===== src/rtl/dft_seq_pkg.sv =====
// Shared encodings for the DUT/DFT sequencing controller: opcodes, FSM states,
// error codes and the status word layout.
package dft_seq_pkg;

  localparam logic [31:0] OP_NONE  = 32'd0;
  localparam logic [31:0] OP_INPUT = 32'd1;
  localparam logic [31:0] OP_RUN   = 32'd2;
  localparam logic [31:0] OP_ENDR  = 32'd3;
  localparam logic [31:0] OP_TEST  = 32'd4;
  localparam logic [31:0] OP_NEXT  = 32'd5;
  localparam logic [31:0] OP_ENDT  = 32'd6;
  localparam logic [31:0] OP_ABORT = 32'd7;

  localparam logic [3:0] ST_IDLE      = 4'd0;
  localparam logic [3:0] ST_IN_FLAT   = 4'd1;
  localparam logic [3:0] ST_IN_DUT    = 4'd2;
  localparam logic [3:0] ST_IN_RDY    = 4'd3;
  localparam logic [3:0] ST_OUT_WAIT  = 4'd4;
  localparam logic [3:0] ST_OUT_VAL   = 4'd5;
  localparam logic [3:0] ST_OUT_PACK  = 4'd6;
  localparam logic [3:0] ST_SCAN_PREP = 4'd7;
  localparam logic [3:0] ST_SCAN      = 4'd8;
  localparam logic [3:0] ST_SCAN_RD   = 4'd9;
  localparam logic [3:0] ST_TICK      = 4'd10;
  localparam logic [3:0] ST_ERR       = 4'd11;

  localparam logic [1:0] ERR_NONE = 2'd0;
  localparam logic [1:0] ERR_WDOG = 2'd1;
  localparam logic [1:0] ERR_MASK = 2'd2;

  // Field order fixes the status bit positions, LSB last.
  typedef struct packed {
    logic [2:0]  rsvd;        // [31:29]
    logic [15:0] snap_cnt;    // [28:13]
    logic        ovf;         // [12]
    logic [1:0]  err;         // [11:10]
    logic        all_commit;  // [9]
    logic        all_ack;     // [8]
    logic        commit_ack;  // [7]
    logic        op_commit;   // [6]
    logic        op_ack;      // [5]
    logic        val_op;      // [4]
    logic [3:0]  state;       // [3:0]
  } status_t;

endpackage


===== src/rtl/dft_seq_ctrl_sat_counter.sv =====
// Up-counter with synchronous clear that holds at MAX instead of wrapping.
module sat_counter #(
  parameter int               WIDTH = 8,
  parameter logic [WIDTH-1:0] MAX   = '1
) (
  input  logic             clk,
  input  logic             reset,
  input  logic             clr,
  input  logic             en,
  output logic [WIDTH-1:0] value,
  output logic             at_max
);
  assign at_max = (value == MAX);

  always_ff @(posedge clk) begin
    if (reset || clr) value <= '0;
    else if (en && !at_max) value <= value + 1'b1;
  end
endmodule


===== src/rtl/dft_seq_ctrl.sv =====
// Sequences the DUT through input flattening / run / output packing, and the
// masked scan chains through capture / scan / readout, with watchdog and abort.
module dft_seq_ctrl
  import dft_seq_pkg::*;
#(
  parameter int P_CHAINS    = 16,
  parameter int P_IN_WIDTH  = 256,
  parameter int P_OUT_WIDTH = 256,
  parameter int P_AW        = 16
) (
  input  logic                     clk,
  input  logic                     reset,
  input  logic [31:0]              opcode,
  input  logic [P_CHAINS-1:0]      cfg_chain_mask,
  input  logic [15:0]              cfg_ticks,
  input  logic [15:0]              cfg_timeout,
  output logic                     dut_val_op,
  input  logic                     dut_op_ack,
  input  logic                     dut_op_commit,
  output logic                     dut_commit_ack,
  output logic                     dut_sen,
  output logic                     dut_rst,
  output logic [P_CHAINS-1:0]      dft_val_op,
  input  logic [P_CHAINS-1:0]      dft_op_ack,
  input  logic [P_CHAINS-1:0]      dft_op_commit,
  input  logic [P_CHAINS-1:0]      dft_strobe,
  output logic [P_CHAINS-1:0]      dft_commit_ack,
  output logic [31:0]              in_rdaddr,
  output logic [31:0]              out_wraddr,
  output logic                     in_vec_en,
  output logic                     in_vec_mode,
  output logic                     out_vec_en,
  output logic                     out_vec_mode,
  output logic                     dut_in_ren,
  output logic                     dut_out_wen,
  output logic [P_CHAINS-1:0]      chain_wen,
  output logic [P_CHAINS*P_AW-1:0] chain_wraddr,
  output logic [31:0]              status
);
  localparam int IN_WORDS  = (P_IN_WIDTH + 31) / 32;
  localparam int OUT_WORDS = (P_OUT_WIDTH + 31) / 32;

  logic [3:0]                     state, nxt;
  logic [1:0]                     err, err_nxt;
  logic [P_CHAINS-1:0]            mask_q;
  logic [15:0]                    snap_cnt, wd_cnt;
  logic                           ovf, flat_last, pack_last, wd_max;
  logic                           all_ack, all_commit, auto_mode, scan_end, wd_wait, wd_exp;
  logic [P_CHAINS-1:0][P_AW-1:0]  chain_addr;
  logic [P_CHAINS-1:0]            chain_max;
  status_t                        st;

  assign all_ack    = &(dft_op_ack | ~mask_q);
  assign all_commit = &(dft_op_commit | ~mask_q);
  assign auto_mode  = (cfg_ticks != 16'd0);
  assign scan_end   = auto_mode ? (snap_cnt >= cfg_ticks) : (opcode == OP_ENDT);
  assign wd_wait    = state inside {ST_IN_DUT, ST_OUT_WAIT, ST_SCAN_PREP, ST_SCAN};
  assign wd_exp     = wd_wait && (cfg_timeout != 16'd0) && (wd_cnt == cfg_timeout - 16'd1);

  always_comb begin
    nxt     = state;
    err_nxt = err;
    if (opcode == OP_ABORT && state != ST_IDLE) nxt = ST_IDLE;
    else if (wd_exp) begin
      nxt     = ST_ERR;
      err_nxt = ERR_WDOG;
    end else begin
      case (state)
        ST_IDLE:      if (opcode == OP_INPUT) nxt = ST_IN_FLAT;
        ST_IN_FLAT:   if (flat_last) nxt = ST_IN_DUT;
        ST_IN_DUT:    if (dut_op_ack) nxt = ST_IN_RDY;
        ST_IN_RDY: begin
          if (opcode == OP_RUN) nxt = ST_OUT_WAIT;
          else if (opcode == OP_TEST) begin
            if (|cfg_chain_mask) nxt = ST_SCAN_PREP;
            else begin
              nxt     = ST_ERR;
              err_nxt = ERR_MASK;
            end
          end
        end
        ST_OUT_WAIT:  if (dut_op_commit) nxt = ST_OUT_VAL;
        ST_OUT_VAL:   if (opcode == OP_ENDR) nxt = ST_OUT_PACK;
        ST_OUT_PACK:  if (pack_last) nxt = ST_IDLE;
        ST_SCAN_PREP: if (all_ack) nxt = ST_SCAN;
        ST_SCAN:      if (all_commit) nxt = ST_SCAN_RD;
        ST_SCAN_RD: begin
          if (scan_end) nxt = ST_IDLE;
          else if (auto_mode || opcode == OP_NEXT) nxt = ST_TICK;
        end
        ST_TICK:      nxt = ST_SCAN_PREP;
        ST_ERR:       nxt = ST_ERR;
        default:      nxt = ST_IDLE;
      endcase
    end
  end

  always_ff @(posedge clk) begin
    if (reset) begin
      state    <= ST_IDLE;
      err      <= ERR_NONE;
      mask_q   <= '0;
      snap_cnt <= '0;
      ovf      <= 1'b0;
    end else begin
      state <= nxt;
      err   <= err_nxt;
      if (state == ST_IN_RDY && nxt == ST_SCAN_PREP) mask_q <= cfg_chain_mask;
      // Sticky results survive the return to IDLE so software can read them.
      if (state == ST_IDLE && nxt == ST_IN_FLAT) begin
        err      <= ERR_NONE;
        ovf      <= 1'b0;
        snap_cnt <= '0;
      end else begin
        if (state == ST_SCAN && nxt == ST_SCAN_RD) snap_cnt <= snap_cnt + 16'd1;
        if (|(chain_wen & chain_max)) ovf <= 1'b1;
      end
    end
  end

  sat_counter #(.WIDTH(32), .MAX(32'(IN_WORDS - 1))) u_flat (
    .clk(clk), .reset(reset), .clr(state != ST_IN_FLAT), .en(1'b1),
    .value(in_rdaddr), .at_max(flat_last));

  sat_counter #(.WIDTH(32), .MAX(32'(OUT_WORDS - 1))) u_pack (
    .clk(clk), .reset(reset), .clr(state != ST_OUT_PACK), .en(1'b1),
    .value(out_wraddr), .at_max(pack_last));

  sat_counter #(.WIDTH(16)) u_wdog (
    .clk(clk), .reset(reset), .clr(!wd_wait || nxt != state), .en(1'b1),
    .value(wd_cnt), .at_max(wd_max));

  for (genvar g = 0; g < P_CHAINS; g++) begin : g_chain
    sat_counter #(.WIDTH(P_AW)) u_addr (
      .clk(clk), .reset(reset), .clr(state == ST_IDLE || state == ST_TICK),
      .en(chain_wen[g]), .value(chain_addr[g]), .at_max(chain_max[g]));
  end

  assign chain_wraddr = chain_addr;

  always_comb begin
    dut_val_op     = 1'b0;
    dut_commit_ack = 1'b0;
    dut_sen        = 1'b0;
    dut_rst        = 1'b0;
    dft_val_op     = '0;
    dft_commit_ack = '0;
    in_vec_en      = 1'b0;
    in_vec_mode    = 1'b1;
    out_vec_en     = 1'b0;
    out_vec_mode   = 1'b1;
    dut_in_ren     = 1'b0;
    dut_out_wen    = 1'b0;
    chain_wen      = '0;
    case (state)
      ST_IDLE, ST_ERR: dut_rst = 1'b1;
      ST_IN_FLAT: begin in_vec_en = 1'b1; dut_in_ren = 1'b1; end
      ST_IN_DUT:  begin dut_val_op = 1'b1; in_vec_en = 1'b1; in_vec_mode = 1'b0; end
      ST_IN_RDY:  begin dut_sen = 1'b1; in_vec_en = 1'b1; in_vec_mode = 1'b0; end
      ST_OUT_VAL: out_vec_en = 1'b1;
      ST_OUT_PACK: begin
        dut_commit_ack = 1'b1;
        dut_out_wen    = 1'b1;
        out_vec_en     = 1'b1;
        out_vec_mode   = 1'b0;
      end
      ST_SCAN_PREP: begin dut_sen = 1'b1; dft_val_op = mask_q; end
      ST_SCAN:      chain_wen = dft_strobe & mask_q;
      ST_SCAN_RD: begin
        dft_commit_ack = mask_q;
        // The final readout cycle releases the DUT result instead of holding scan.
        if (scan_end && opcode != OP_ABORT) dut_commit_ack = 1'b1;
        else dut_sen = 1'b1;
      end
      default: ;
    endcase
  end

  // An empty mask never reports as handshake-complete.
  assign st.rsvd       = 3'd0;
  assign st.snap_cnt   = snap_cnt;
  assign st.ovf        = ovf;
  assign st.err        = err;
  assign st.all_commit = all_commit & (|mask_q);
  assign st.all_ack    = all_ack & (|mask_q);
  assign st.commit_ack = dut_commit_ack;
  assign st.op_commit  = dut_op_commit;
  assign st.op_ack     = dut_op_ack;
  assign st.val_op     = dut_val_op;
  assign st.state      = state;
  assign status        = st;
endmodule


===== config.mk =====
export PLATFORM = sky130hd
export DESIGN_NAME = dft_seq_ctrl
export DESIGN_NICKNAME = d
export VERILOG_FILES = /design/src/rtl/dft_seq_pkg.sv /design/src/rtl/dft_seq_ctrl_sat_counter.sv /design/src/rtl/dft_seq_ctrl.sv
export SDC_FILE = /design/constraint.sdc
export NUM_CORES = 1
export LEC_CHECK = 0
export ABC_CLOCK_PERIOD_IN_PS = 4710
export BUFFER_PORTS_ARGS = -buffer_cell sky130_fd_sc_hd__buf_2
export CAP_MARGIN = 25
export CORE_AREA = 3 3 210 212
export CTS_BUF_LIST = sky130_fd_sc_hd__clkbuf_16
export CTS_CLUSTER_DIAMETER = 120
export CTS_CLUSTER_SIZE = 10
export DETAILED_ROUTE_END_ITERATION = 16
export DIE_AREA = 0 0 213 215
export PLACE_DENSITY = 0.71
export SYNTH_ARGS = -nofsm -noshare
export SYNTH_HDL_FRONTEND = slang
export SYNTH_SLANG_ARGS = --single-unit

===== constraint.sdc =====
create_clock -name clk -period 4.71 [get_ports clk]
set_input_delay 0.7065 -clock clk [delete_from_list [all_inputs] [get_ports clk]]
set_output_delay 0.7065 -clock clk [all_outputs]
set_load 0.01 [all_outputs]

==> impl_metrics.env <==
export IMPL_reg2reg_slack_ns=0.95
export IMPL_die_h_um=215
export IMPL_gp_congestion=0.932
export IMPL_drtAntennaViolNets=0
export IMPL_htreeDepth=2
export IMPL_max_clock_path_buffers=3
export IMPL_num_vias=18834
export IMPL_yosysSeqAreaShare=0.400
export IMPL_use_met2=0.442
export IMPL_syn_area_per_cell_um2=8.16
export IMPL_maxSlewHeadroom=0.398
export IMPL_outcome="finished, final reports clean"
export IMPL_min_path_cells=3
export IMPL_worstPathArrival_ns=4.23
export IMPL_netlist_area_um2=18800
export IMPL_path_buf_inv=0
export IMPL_synth_edf_count=0
export IMPL_worst_pin_slew_ns=0.891
export IMPL_pin_count=542
export IMPL_antenna_found_initial=28
export IMPL_layout_common_cells="buf_2 (539), dfxtp_1 (375), nor2_1 (360)"
export IMPL_utilization=0.548
export IMPL_setup_slack_ns=0.948
export IMPL_io_buffers=538
export IMPL_crit_path_end_kind="flop"
export IMPL_finalMaxSlewViolations=0
export IMPL_crit_family="simple AND/OR/NAND/NOR gates"
export IMPL_grt_pass1_wl_um=102000
export IMPL_peakVddDrop_v=0.000305
export IMPL_die_area_um2=45800
export IMPL_synth_main_ff_cell="dfxtp_1"
export IMPL_worstReg2RegStart="state[1]"
export IMPL_rr_worst_depth=8
export IMPL_gr_max_usage_layer="met2"
export IMPL_cts_root_buf="clkbuf_16"
export IMPL_clock_sinks=375
export IMPL_rows=75
export IMPL_start_util=0.446
export IMPL_core_um2=42100
export IMPL_synth_cell_types=71
export IMPL_setup_viol=0
export IMPL_routedWlPerCell_um=19.8
export IMPL_drt_total_wl_um=66500
export IMPL_netlist_instances=2303
export IMPL_grt_pass1_vias=17605
export IMPL_synthArstFlopShare=0
export IMPL_synthToLayoutAreaGrowth_pct=23.0
export IMPL_rr_endpoint="snap_cnt[5]"
export IMPL_layout_nets=2976
export IMPL_cpMaxStageDelayCell="dfxtp_1"
export IMPL_crit_top_cell="a21oi_1"
export IMPL_yosysWarnings=0
export IMPL_path_max_fanout=18
export IMPL_min_from="cfg_chain_mask[9]"
export IMPL_cts_resized=0
export IMPL_critPathLaunchType="flop"
export IMPL_first_iter_violations=1352
export IMPL_period_share=0.799
export IMPL_hold_buffers=0
export IMPL_max_stage_delay_ns=0.82
export IMPL_grt_max_degree=66
export IMPL_layout_cells_non_filler=3364
export IMPL_drive_above_1_share=0.229
export IMPL_drtPass1Iterations=7
export IMPL_synth_seq_cells=375
export IMPL_clk_latency_ns=0.58
export IMPL_cellPowerDensity_nw_per_um2=272
export IMPL_hold_slack_ns=0.401
export IMPL_tritoncts="done"
export IMPL_met1_usage=0.342
export IMPL_dp_cells=3298
export IMPL_final_common_cell="buf_2"
export IMPL_cts_made_buffers=43
export IMPL_finClkSkew_ns=0.0345
export IMPL_dp_hpwl_um=51500
export IMPL_place_ws_ns=0.583
export IMPL_fillCellCount=3980
export IMPL_hold_class="input port to flop"
export IMPL_drcViolationCount=0
export IMPL_use_met3=0.0911
export IMPL_max_cap_violations=0
export IMPL_vias_per_cell=5.60
export IMPL_min_period_ns=3.76
export IMPL_grtUsageTotal=0.279
export IMPL_clk_pin_slew_worst_paths_ns=0.06
export IMPL_max_freq_mhz=266
export IMPL_postCtsSetupBuffers=0
export IMPL_critical_path_required_ns=5.18
export IMPL_overflow=0
export IMPL_finalHoldViolCount=0
export IMPL_crit_chain="nand2_1 > or3_1 > o22ai_1 > nor3_1 > a21oi_1 > nand3_2 > or4_1 > a21oi_1"
export IMPL_leakage_nw=9.37
export IMPL_critPathKind="flop to flop"
export IMPL_tns_ns=0
export IMPL_hold_path_end="mask_q[9]"
export IMPL_fp_dieW_um=213
export IMPL_rsz0062_at_grt="false"
-- cells in the mapped netlist, drive strengths merged (4+ instances only) --
library cell,number,area (µm²)
a21oi,108,541
clkbuf,73,274
buf,35,255
nand4,76,475
o21ai,82,414
a221oi,4,35.0
o22ai,7,43.8
mux2i,30,300
inv,82,308
or4,13,97.6
nor3b,5,37.5
a31o,6,52.6
or2,10,62.6
ha,37,463
and2,21,133
nor2b,23,144
nor2,360,1350
nor3,74,370
a22oi,4,30.0
a31oi,7,43.8
nand3,101,510
nor4,48,330
nor4b,10,87.6
nand2b,17,106
nand2,184,693
and4,33,289
o31ai,8,60.1
and3,69,432
nand3b,4,30.0
a211oi,9,67.6
xnor2,116,1030
xor2,149,1310
a2111oi,6,58.8
dfxtp,375,7510
or3,81,507
-- routing by layer --
metal | vias to the layer above | part of all wire
li1 | 8998 | -
met1 | 8947 | 0.40
met2 | 688 | 0.45
met3 | 181 | 0.093
met4 | 20 | 0.048
met5 | - | 0.0020
-- registers in the layout (all words and copies together), names as in the netlist --
register / count
u_flat.value: 32
state: 4
g_chain.u_addr.value: 256
ovf: 1
mask_q: 16
u_pack.value: 32
u_wdog.value: 16
snap_cnt: 16
err: 2
-- kinds of logic (layout without fill, tap and decap cells) --
group	after synthesis	after routing	share of synthesized area
and+or+nand+nor	1135	1135	0.304
DFF	375	375	0.400
AOI/OAI and AO/OA	270	270	0.0863
xor gates and xnor gates	265	265	0.125
buffers and inverters	190	694	0.0446
adders and majority gates	37	37	0.0246
muxes	30	30	0.0160
other	1	19	0.000200
-- worst max path at each step --
stage                              start          endpoint  slack [ns]  cells after the start
after floorplan           cfg_timeout[0]   u_wdog.value[2]        1.11                     14
after global placement    cfg_timeout[0]  u_wdog.value[14]        0.71                     13
after detailed placement  cfg_timeout[0]  u_wdog.value[10]        0.58                     13
after CTS                       state[1]      snap_cnt[14]        0.71                      8
after global routing            state[1]      snap_cnt[13]        0.71                      8
final                           state[1]       snap_cnt[5]        0.95                      8
-- layout make-up --
type,count,area (µm²),share of cell area
Clock buffer,45,1130,0.0488
Clock inverter,2,27.5,0.00119
Timing Repair Buffer,565,2950,0.128
Sequential cell,375,7510,0.325
Antenna cell,16,40.0,0.00173
Inverter,82,308,0.0133
Multi-Input combinational cell,1740,10500,0.453
Tap cell,539,674,0.0292
-- where the power goes --
group	switching [mW]	internal, mW	leakage (nW)
clock	1.31	1.68	0.565
sequential	0.0000000000756	3.17	3.02
combinational	0.0688	0.0609	5.79
-- stage by stage --
step	cell area (µm²)	power, mW
2_1_floorplan	18800	3.29
3_3_place_gp	21800	3.36
3_5_place_dp	21900	3.37
4_1_cts	23000	6.35
5_1_grt	23100	6.50
6_report	23100	6.29
-- tightest hold or removal path, cell delays in order --
cell     delay [ns]
buf_2          0.09
mux2i_1        0.06
nor2_1         0.07
Note: power is estimated with default switching activity, not from simulation.
